File: src/rtl/seq_cla_pkg.sv
// Shared definitions for the multi-cycle carry-lookahead adder/subtractor.
package seq_cla_pkg;

  localparam int SLICE_W = 4;

  typedef enum logic [1:0] {
    IDLE,
    RUN,
    DONE
  } state_t;

  function automatic int slice_count(input int width);
    return width / SLICE_W;
  endfunction

endpackage

File: src/rtl/seq_cla_adder_slice.sv
// Combinational 4-bit carry-lookahead slice; the top reuses it once per clock.
module cla_slice
  import seq_cla_pkg::*;
(
  input  logic [SLICE_W-1:0] a,
  input  logic [SLICE_W-1:0] b,
  input  logic               cin,
  output logic [SLICE_W-1:0] s,
  output logic               g,
  output logic               p,
  output logic               c3,
  output logic               cout
);

  logic [SLICE_W-1:0] w_g;
  logic [SLICE_W-1:0] w_p;
  logic [SLICE_W-1:0] w_c;

  assign w_g = a & b;
  assign w_p = a ^ b;

  assign w_c[0] = cin;
  assign w_c[1] = w_g[0] | (w_p[0] & cin);
  assign w_c[2] = w_g[1] | (w_p[1] & w_g[0]) | (w_p[1] & w_p[0] & cin);
  assign w_c[3] = w_g[2] | (w_p[2] & w_g[1]) | (w_p[2] & w_p[1] & w_g[0])
                | (w_p[2] & w_p[1] & w_p[0] & cin);

  assign g    = w_g[3] | (w_p[3] & w_g[2]) | (w_p[3] & w_p[2] & w_g[1])
              | (w_p[3] & w_p[2] & w_p[1] & w_g[0]);
  assign p    = &w_p;
  assign cout = g | (p & cin);
  assign c3   = w_c[3];
  assign s    = w_p ^ w_c;

endmodule

File: src/rtl/seq_cla_adder.sv
// Multi-cycle WIDTH-bit adder/subtractor: one 4-bit CLA slice per clock,
// inter-slice carry held in a register, start/busy/done handshake.
module seq_cla_adder
  import seq_cla_pkg::*;
#(
  parameter int WIDTH = 16
) (
  input  logic             clk,
  input  logic             rst,
  input  logic             start,
  input  logic             sub,
  input  logic [WIDTH-1:0] a,
  input  logic [WIDTH-1:0] b,
  input  logic             cin,
  output logic             busy,
  output logic             done,
  output logic [WIDTH:0]   sum,
  output logic             overflow
);

  localparam int N  = slice_count(WIDTH);
  localparam int KW = (N > 1) ? $clog2(N) : 1;

  state_t             r_state;
  logic [KW-1:0]      r_k;
  logic               r_carry;
  logic [WIDTH-1:0]   r_opa;
  logic [WIDTH-1:0]   r_opb;
  logic [WIDTH:0]     r_sum;
  logic               r_busy;
  logic               r_done;
  logic               r_ovf;

  logic               w_fast;
  logic               w_step;
  logic [KW-1:0]      w_idx;
  logic               w_last;
  logic [SLICE_W-1:0] w_sa;
  logic [SLICE_W-1:0] w_sb;
  logic               w_sc;
  logic [SLICE_W-1:0] w_s;
  logic               w_g;
  logic               w_p;
  logic               w_c3;
  logic               w_cout;
  logic               w_next_c;

  // A start accepted in DONE computes slice 0 straight from the inputs in that
  // same cycle, so back-to-back results arrive every N cycles.
  assign w_fast = (r_state == DONE) && start;
  assign w_step = (r_state == RUN) || w_fast;
  assign w_idx  = w_fast ? '0 : r_k;
  assign w_last = (w_idx == KW'(N - 1));

  assign w_sa = w_fast ? a[SLICE_W-1:0] : r_opa[{w_idx, 2'b00} +: SLICE_W];
  assign w_sb = w_fast ? (sub ? ~b[SLICE_W-1:0] : b[SLICE_W-1:0])
                       : r_opb[{w_idx, 2'b00} +: SLICE_W];
  assign w_sc = w_fast ? (cin ^ sub) : r_carry;

  cla_slice u_slice (
    .a    (w_sa),
    .b    (w_sb),
    .cin  (w_sc),
    .s    (w_s),
    .g    (w_g),
    .p    (w_p),
    .c3   (w_c3),
    .cout (w_cout)
  );

  assign w_next_c = w_g | (w_p & w_sc);

  always_ff @(posedge clk) begin
    if (rst) begin
      r_state <= IDLE;
      r_k     <= '0;
      r_carry <= 1'b0;
      r_busy  <= 1'b0;
      r_done  <= 1'b0;
      r_sum   <= '0;
      r_ovf   <= 1'b0;
    end else begin
      r_done <= 1'b0;
      if (w_step) begin
        r_sum[{w_idx, 2'b00} +: SLICE_W] <= w_s;
        r_carry <= w_next_c;
        r_k     <= w_idx + 1'b1;
        if (w_fast) begin
          r_opa <= a;
          r_opb <= sub ? ~b : b;
        end
        if (w_last) begin
          r_sum[WIDTH] <= w_cout;
          r_ovf        <= w_c3 ^ w_cout;
          r_state      <= DONE;
          r_busy       <= 1'b0;
          r_done       <= 1'b1;
        end else begin
          r_state <= RUN;
          r_busy  <= 1'b1;
        end
      end else if (start) begin
        r_opa   <= a;
        r_opb   <= sub ? ~b : b;
        r_carry <= cin ^ sub;
        r_k     <= '0;
        r_state <= RUN;
        r_busy  <= 1'b1;
      end else begin
        r_state <= IDLE;
      end
    end
  end

  assign busy     = r_busy;
  assign done     = r_done;
  assign sum      = r_sum;
  assign overflow = r_ovf;

endmodule

File: config.mk
export PLATFORM = sky130hd
export DESIGN_NAME = seq_cla_adder
export DESIGN_NICKNAME = d
export VERILOG_FILES = /design/src/rtl/seq_cla_pkg.sv /design/src/rtl/seq_cla_adder_slice.sv /design/src/rtl/seq_cla_adder.sv
export SDC_FILE = /design/constraint.sdc
export NUM_CORES = 1
export LEC_CHECK = 0
export ABC_AREA = 1
export CAP_MARGIN = 10
export CORE_MARGIN = 10
export CORE_UTILIZATION = 57
export CTS_BUF_LIST = sky130_fd_sc_hd__clkbuf_8
export DETAILED_ROUTE_END_ITERATION = 7
export PLACE_DENSITY = 0.95
export SLEW_MARGIN = 20
export SYNTH_ARGS = -nofsm -noshare
export SYNTH_HDL_FRONTEND = slang
export SYNTH_SLANG_ARGS = --single-unit
export TNS_END_PERCENT = 50
File: constraint.sdc
create_clock -name clk -period 6.8 [get_ports clk]
set_input_delay 1.36 -clock clk [delete_from_list [all_inputs] [get_ports clk]]
set_output_delay 1.36 -clock clk [all_outputs]
set_load 0.01 [all_outputs]
==> metrics.md <==
| Metric | Value |
|---|---|
| DRT Wirelength | `6240 um` |
| Crit Path Max Fanout | `25` |
| Critical Path Max Stage Delay | `500 ps` |
| Htree depth | `2` |
| Port bufs | `56` |
| Antenna viol nets, final | `0` |
| Die area | `8150 um2` |
| Ys flop type | `edfxtp_1` |
| CP arrival | `4530 ps` |
| Die width | `90.3 um` |
| Post-synthesis cell count | `299` |
| Area Growth Syn to Fin | `25.6%` |
| Worst-Margin Slew | `924 ps` |
| CTS Buf Count | `5` |
| Minimum clock period | `4300 ps` |
| Hold Vio Cnt, Final | `0` |
| Die H | `90.3 um` |
| Initial Utilization | `59.2%` |
| Critical Path Sink Type | `flop` |
| Worst hold margin | `470 ps` |
| CTS Buffer Depth | `2` |
| Async set-reset flop share out of synthesis | `0%` |
| CP most frequent cell | `nand2_1` |
| Fin cells | `422` |
| CP Data Required Time | `7040 ps` |
| Slew Limit Fails | `0` |
| Clk pin slew, worst setup/hold paths | `100 ps` |
| Initial DRC count | `187` |
| Final worst path period share | `63.2%` |
| Placed cell count | `414` |
| Setup TNS | `0 ps` |
| VDD IR max | `0.138 mV` |
| DRC viols | `0` |
| First-pass GRT wire length | `10500 um` |
| Root Buffer | `clkbuf_8` |
| Pre-CTS worst setup slack | `2250 ps` |
| DPL Wire Length | `4620 um` |
| Worst-Skew Late Latency | `310 ps` |
| Pleak | `1.40 nW` |
| Maximum Capacitance Violations | `0` |
| Antenna violations before repair | `0` |
| Unique masters post-synth | `32` |
| ANT cells | `0` |
| Status | `completed` |
| Synth Warn # | `0` |
| Largest net degree at the start of global routing | `33` |
| Via Count | `2248` |
| Final #Nets | `404` |
| Setup ws final | `2500 ps` |
| Share of post-route cells with drive strength above 1 | `8.17%` |
| Routed vias/inst | `5.33` |
| Hold Path Class | `flop to flop` |
| Slowest library cell on the worst path | `clkdlybuf4s50_1` |
| Hold Buf Count CTS | `0` |
| Critical path cell sequence | `clkdlybuf4s50_1 > nand2_2 > nor2_4 > nor2_4 > inv_2 > nand2_1 > nand3_1 > a22o_1 > ha_1 > nand2_1 > nor2_1 > nand3_1 > nand2_1 > nand2_1 > nand2_1 > nand4_1 > a21oi_1` |
| RSZ-0062 raised after global routing | `false` |
| Type of origin of the critical path | `primary input` |
| Post-synth EDFFs | `32` |
| Slew Limit Headroom | `38.2%` |
| Drt first pass iters | `4` |
| Core area | `4750 um2` |
| Synthesized cell area | `2820 um2` |
| Endpoints failing setup | `0` |
| Vias in the first global route | `2274` |
| Fill count | `367` |
| # clock sinks | `56` |
| Io pins | `57` |
| Mapped Nets | `349` |
| Commonest cells after routing, fill and taps aside | `nand2_1, clkdlybuf4s50_1, edfxtp_1` |
| Clock skew | `3.90 ps` |
| GP Congestion | `0.919` |
| Commonest non-fill, non-tap cell in the layout | `nand2_1` |
| Wire per inst | `14.8 um` |
| Post-CTS Resized | `0` |
| Total GRT Usage | `15.4%` |
| Final Util | `74.3%` |
| #FFs+latches synth | `56` |
| Fmax | `0.233 GHz` |
| GRT overflow | `0` |
| Avg Cell Area, Syn | `9.42 um2` |
| Crit Path Category | `primary input to flop` |
| Setup Buffers After CTS | `0` |
| Site Rows | `25` |
| Sequential share of the synthesized area | `51.2%` |
| CTS tree | `built` |
| PD cells | `211 nW/um2` |
## registers in the layout (all words and copies together), names as in the netlist
register and flops:
r_state 1, r_opa 16, r_opb 16, r_carry 1, r_k 2, overflow 1
busy 1, sum 17, done 1
## cell usage after synthesis, types with 2 or more instances
library cell	n	area share, %
a22o_1	5	1.6
buf_1	2	0.27
nor2_1	25	3.3
clkbuf_1	2	0.27
nand3_1	17	3.0
ha_1	12	5.3
xor2_1	18	5.6
a21oi_1	18	3.2
o21ai_1	4	0.71
a22oi_1	7	1.9
edfxtp_1	32	34
a31oi_1	7	1.6
inv_2	5	0.67
nor3_2	3	1.1
nand2_4	2	0.80
nand2_2	5	1.1
nand4_1	5	1.1
inv_1	24	3.2
nand2_1	62	8.3
nor2_4	2	0.80
o21ai_0	5	0.89
nor3_1	2	0.36
buf_2	3	0.53
dfxtp_1	24	17
## path summary, 6_finish.rpt
path / from / end / slack, ps / depth (start not counted)
worst max-delay path: start / sum[15] / 2500 / 17
worst min-delay path: sum[1] / sum[1] / 470 / 2
worst max register to register: done / sum[15] / 3710 / 16
worst min register to register: sum[1] / sum[1] / 470 / 2
## critical path: cells and delay by family
kind                     cells  cell delay (ps)
buffers and inverters        2              770
AND/OR/NAND/NOR             12             1610
AO/OA/AOI/OAI                2              370
adder cells (fa/ha/maj)      1              410
## logic make-up after synthesis
kind of cell,count (synthesis),synth area share (%)
simple gates,126,21.3
flops,56,51.2
compound gates,48,10.3
buf+inv,38,5.60
xor+xnor,18,5.60
fa+ha+maj,13,6.04
## routing by layer
| layer | vias up | part of all wire, % | GRT usage [%] |
|---|---|---|---|
| li1 | 1118 | - | - |
| met1 | 1037 | 41 | 16.9 |
| met2 | 80 | 51 | 26.9 |
| met3 | 13 | 6.5 | 4.66 |
| met4 | 0 | 1.8 | 6.63 |
| met5 | - | 0 | 0 |
## cell type report
cell class / instances / area, um2 / area share, %
inverter: 29 / 109 / 3.08
sequential: 56 / 1440 / 40.8
clock buffer: 5 / 68.8 / 1.95
multi-input combinational: 205 / 1220 / 34.5
tap: 67 / 83.8 / 2.37
clock inverter: 3 / 42.5 / 1.20
timing repair buffer: 57 / 568 / 16.1
## report_power, final
group / switching, W / leakage (nW) / internal, W
Combinational: 0.0000871 / 0.853 / 0.0000605
Clock: 0.000108 / 0.0503 / 0.000109
Sequential: 0.00000619 / 0.494 / 0.000377
Total: 0.000201 / 1.40 / 0.000546
## metrics by stage
stage	power, W	instance area, um2
final	0.000747	3530
after CTS	0.000749	3530
after global routing	0.000782	3530
after floorplan	0.000484	2820
after global placement	0.000528	3420
after detailed placement	0.000533	3420
Power figures use the tool's default switching activity.
